**config.mk**
```make
export PLATFORM = sky130hd
export DESIGN_NAME = rv32_store_align
export DESIGN_NICKNAME = d
export VERILOG_FILES = /design/src/rtl/rv32_store_align.sv
export SDC_FILE = /design/constraint.sdc
export NUM_CORES = 1
export LEC_CHECK = 0
export CAP_MARGIN = 20
export CORE_AREA = 4 4 131 133
export DETAILED_ROUTE_END_ITERATION = 16
export DIE_AREA = 0 0 135 137
export DONT_BUFFER_PORTS = 1
export SYNTH_ARGS = -nofsm -noshare
export SYNTH_HDL_FRONTEND = slang
export SYNTH_SLANG_ARGS = --single-unit
```
**constraint.sdc**
```tcl
create_clock -name clk -period 15.7 [get_ports clk]
set_input_delay 3.14 -clock clk [delete_from_list [all_inputs] [get_ports clk]]
set_output_delay 3.14 -clock clk [all_outputs]
set_load 0.005 [all_outputs]
```
**src/rtl/rv32_store_align.sv**
```systemverilog
// Store formatter: turns SB/SH/SW requests into word-aligned, lane-shifted, strobed beats behind an in-order FIFO.
// Optional macro RV32_STORE_SPLIT_EN: split word-crossing stores into two beats instead of faulting.
package rv32_store_align_pkg;
  typedef enum logic [3:0] {
    MEM_NONE = 4'd0, MEM_LB, MEM_LH, MEM_LW, MEM_LBU, MEM_LHU, MEM_SB, MEM_SH, MEM_SW
  } mem_op_t;

  typedef struct packed {
    logic [31:0] addr;
    logic [31:0] wdata;
    logic [3:0]  wstrb;
  } wbeat_t;
endpackage

module rv32_store_align
  import rv32_store_align_pkg::*;
#(
  parameter int DEPTH = 2
) (
  input  logic                       clk,
  input  logic                       rst,
  input  logic                       req_valid,
  output logic                       req_ready,
  input  mem_op_t                    req_op,
  input  logic [31:0]                req_addr,
  input  logic [31:0]                req_data,
  output logic                       mem_valid,
  input  logic                       mem_ready,
  output logic [31:0]                mem_addr,
  output logic [31:0]                mem_wdata,
  output logic [3:0]                 mem_wstrb,
  output logic                       misalign_valid,
  output logic [31:0]                misalign_addr,
  output logic [$clog2(DEPTH):0]     count
);
  localparam int AW = $clog2(DEPTH);
  localparam int CW = AW + 1;
`ifdef RV32_STORE_SPLIT_EN
  localparam int SW_W = 64;
  // Two free slots are needed so a split store can push both beats at once.
  localparam logic [CW-1:0] RDY_MAX = CW'(DEPTH - 2);
`else
  localparam int SW_W = 32;
  localparam logic [CW-1:0] RDY_MAX = CW'(DEPTH - 1);
`endif

  logic [1:0]        off;
  logic              is_store;
  logic              misaligned;
  logic [3:0]        mask;
  logic [SW_W-1:0]   data_sh;
  logic [SW_W/8-1:0] strb_sh;
  logic              accept;
  logic              pop;
  logic [1:0]        n_push;
  logic              fault;
  wbeat_t            beat0;

  wbeat_t            fifo_q [DEPTH];
  logic [AW-1:0]     wptr_q, rptr_q;
  logic [CW-1:0]     count_q;
  logic              fault_q;
  logic [31:0]       fault_addr_q;

  assign off = req_addr[1:0];

  always_comb begin
    is_store = 1'b1;
    mask     = 4'b0000;
    case (req_op)
      MEM_SB:  mask = 4'b0001;
      MEM_SH:  mask = 4'b0011;
      MEM_SW:  mask = 4'b1111;
      default: is_store = 1'b0;
    endcase
  end

  assign misaligned = (req_op == MEM_SH && off[0]) || (req_op == MEM_SW && off != 2'd0);

  // Shift through a double-width window: low word is beat0, high word is the spill into beat1.
  assign data_sh = {{(SW_W-32){1'b0}}, req_data} << {off, 3'b000};
  assign strb_sh = {{(SW_W/8-4){1'b0}}, mask} << off;

  assign beat0 = '{addr: {req_addr[31:2], 2'b00}, wdata: data_sh[31:0], wstrb: strb_sh[3:0]};

  assign accept = req_valid && req_ready;
  assign pop    = mem_valid && mem_ready;

`ifdef RV32_STORE_SPLIT_EN
  wbeat_t beat1;
  logic   crosses;

  assign beat1   = '{addr: beat0.addr + 32'd4, wdata: data_sh[63:32], wstrb: strb_sh[7:4]};
  assign crosses = strb_sh[7:4] != 4'b0000;
  assign fault   = 1'b0;

  always_comb begin
    n_push = 2'd0;
    if (accept && is_store) n_push = crosses ? 2'd2 : 2'd1;
  end
`else
  assign fault  = accept && misaligned;
  assign n_push = (accept && is_store && !misaligned) ? 2'd1 : 2'd0;
`endif

  always_ff @(posedge clk or posedge rst) begin
    if (rst) begin
      for (int i = 0; i < DEPTH; i++) fifo_q[i] <= '0;
      wptr_q       <= '0;
      rptr_q       <= '0;
      count_q      <= '0;
      fault_q      <= 1'b0;
      fault_addr_q <= '0;
    end else begin
      if (n_push != 2'd0) fifo_q[wptr_q] <= beat0;
`ifdef RV32_STORE_SPLIT_EN
      if (n_push == 2'd2) fifo_q[wptr_q + AW'(1)] <= beat1;
`endif
      wptr_q  <= wptr_q + AW'(n_push);
      rptr_q  <= rptr_q + AW'(pop);
      count_q <= count_q + CW'(n_push) - CW'(pop);
      fault_q <= fault;
      if (fault) fault_addr_q <= req_addr;
    end
  end

  assign count          = count_q;
  assign req_ready      = count_q <= RDY_MAX;
  assign mem_valid      = count_q != '0;
  assign mem_addr       = mem_valid ? fifo_q[rptr_q].addr  : '0;
  assign mem_wdata      = mem_valid ? fifo_q[rptr_q].wdata : '0;
  assign mem_wstrb      = mem_valid ? fifo_q[rptr_q].wstrb : '0;
  assign misalign_valid = fault_q;
  assign misalign_addr  = fault_addr_q;
endmodule

```
==> qor.yml <==
setup_path:
  worstPathArrival_ns: 2.39
  max_stage_delay_ns: 0.81
  startpoint_type: "flop"
  timing.rr.start: "count[1]"
  worst-setup-path-type: "reg2out"
  cp-startpoint: "rptr_q"
  slowest_stage: "buf_4"
  crit_chain: "buf_4 -> mux2i_1 -> nor2_1"
  crit_required_ns: 12.56
  cp-end-kind: "output port"
  critPathMaxFanout: 51
detailed_routing:
  wl_per_cell_um: 20.1
  dr.pass1.iters: 4
  wl_um: 17400
  via_count: 4847
  first_iter_violations: 209
  drc_errors: 0
  drtAntennaViolNets: 0
  vias_per_cell: 5.61
final_layout:
  fin_area_mm2: 0.00873
  fin_nets: 711
  utilization: 0.552
  antenna_cells: 0
  syn_to_final_growth_pct: 10.4
  final_layout_size_suffix_gt1_frac: 0.265
placement:
  postPlaceCellArea_mm2: 0.00804
  place_congestion: 0.753
  port_buffers: 0
  preCtsSetupSlack_ns: 9.80
  hpwl_um: 11400
floorplan:
  top_level_ports: 177
  core_area_mm2: 0.0158
  rows: 46
  die_area_mm2: 0.0185
  dieHeight_um: 137
  fp.dieW_um: 135
  initial_utilization: 0.499
clock_tree:
  post-cts-setup-buffer-count: 0
  cts_tree: "yes"
  ctsResizeCount: 0
  hold_buffers: 0
  clkTransAtPathRegs_ns: 0.06
  cts_buffers: 17
  cts_buffer_depth: 2
  clk_latency_ns: 0.42
  htree_levels: 4
  cts.sinks: 169
  root_buffer: "clkbuf_16"
timing:
  setup_viol: 0
  final-hold-violation-count: 0
  clock_skew_ns: 0.00658
  setup_ws_ns: 10.17
  tns_ns: 0
  period_share: 0.352
  slew_violations: 0
  worst_slew_pin_slew_ns: 0.977
  fmax_mhz: 181
  rsz0062_at_grt: "false"
  slew_headroom: 0.349
  finalCriticalPeriod_ns: 5.53
logic_synthesis:
  synthTopCellsByCount: "dfrtp_1 (169), mux2_2 (126), mux2i_1 (98)"
  yosys.cell_count.top_type: "dfrtp_1"
  synth.distinct_cells: 35
  synth_largest_area_cell: "dfrtp_1"
  ys_seq_elements: 169
  synthCells: 656
  synth_flop_cell: "dfrtp_1"
  yosysTopAreaCellShare: 0.535
  async_reset_ff_frac: 1.00
  yosysSeqAreaShare: 0.535
  netlist_area_mm2: 0.00791
  ys_warn_count: 0
  synth_edf_count: 0
  ys_top_cells_by_area: "dfrtp_1 (53%), mux2_2 (18%), mux2i_1 (12%), nor2_1 (4.6%), clkbuf_1 (1.2%)"
  syn_area_per_cell_um2: 12.1
global_routing:
  grt_pass1_wl_um: 27700
  grt_max_degree: 97
  grt_use_total: 0.191
  grt-ovfl-total: 0
  grt_pass1_vias: 5148
  antenna_found_initial: 0
min_path:
  hp-class: "reg2reg"
  min_from: "fifo_q[84]"
run_status:
  status: "completed"
job:
  drv_cap: 0
power_and_ir_drop:
  leakage_nw: 4.08
  vdd_drop_max_uv: 109
  power_density_mw_per_mm2: 197
  power_w: 0.00172
worst max-delay path: cells and delay by family, from the launching register on:
family	cells	cell delay (ns)
buffers and inverters	1	0.81
DFF	1	0.62
muxes	1	0.40
and+or+nand+nor	1	0.10
state kept, by name, indices dropped and copies added (netlist names):
register,flops
rptr_q,1
wptr_q,1
count,2
misalign_valid,1
fifo_q,132
misalign_addr,32
final cells by class:
cell class / instances / area (µm²)
Clock buffer: 22 / 474
Clock inverter: 10 / 166
Fill cell: 1360 / 7100
Inverter: 24 / 95.1
Multi-Input combinational cell: 416 / 3410
Sequential cell: 169 / 4230
Tap cell: 216 / 270
Timing Repair Buffer: 7 / 85.1
routing by layer:
layer / vias up / GRT usage / part of all wire
met5: - / 0 / 0
met4: 0 / 0.0560 / 0.012
met3: 16 / 0.0636 / 0.075
met2: 134 / 0.312 / 0.49
met1: 2486 / 0.243 / 0.43
li1: 2211 / - / -
cell usage in the layout, fill, tap and decap left out, types with 2 or more instances in the layout:
cell type / instances
nand3_1: 16
conb_1: 2
mux2i_1: 98
clkbuf_1: 2
ha_1: 2
xnor2_1: 2
bufinv_16: 4
mux2_2: 126
a2bb2oi_1: 8
clkbuf_16: 17
clkinv_4: 3
inv_1: 23
o22ai_1: 3
nand2b_1: 3
clkinvlp_4: 2
o21ai_0: 17
nand2_1: 3
clkbuf_8: 3
ha_4: 2
dfrtp_1: 168
nor2b_1: 2
buf_4: 5
a31oi_1: 3
a21oi_1: 19
nor2_1: 96
cell families after synthesis:
kind of cell | share of synthesized area
compound gates | 0.0408
simple gates | 0.0719
fa+ha+maj | 0.00633
flops | 0.535
mux | 0.304
other cells | 0.000474
buf+inv | 0.0386
xor+xnor | 0.00332
stage by stage:
step | std cells | hold WS, ns
after floorplan | 657 | 0.480
final | 864 | 0.505
after CTS | 862 | 0.509
after global placement | 830 | 0.489
after global routing | 864 | 0.515
after detailed placement | 830 | 0.495
worst paths after layout:
kind / to / slack (ns) / cells past startpoint
worst max-delay path: mem_wdata[15] / 10.17 / 3
worst min-delay path: fifo_q[84] / 0.50 / 1
worst max register to register: count[1] / 12.87 / 9
worst min register to register: fifo_q[84] / 0.50 / 1
max in group asynchronous: fifo_q[103] / 11.52 / 2
min in group asynchronous: misalign_addr[6] / 2.74 / 1
report_power, final:
group | switching [W] | internal [W]
Combinational | 0.000266 | 0.000248
Sequential | 0.000126 | 0.000637
Clock | 0.000167 | 0.000280
Total | 0.000558 | 0.00116
Note: power is estimated with default switching activity, not from simulation.
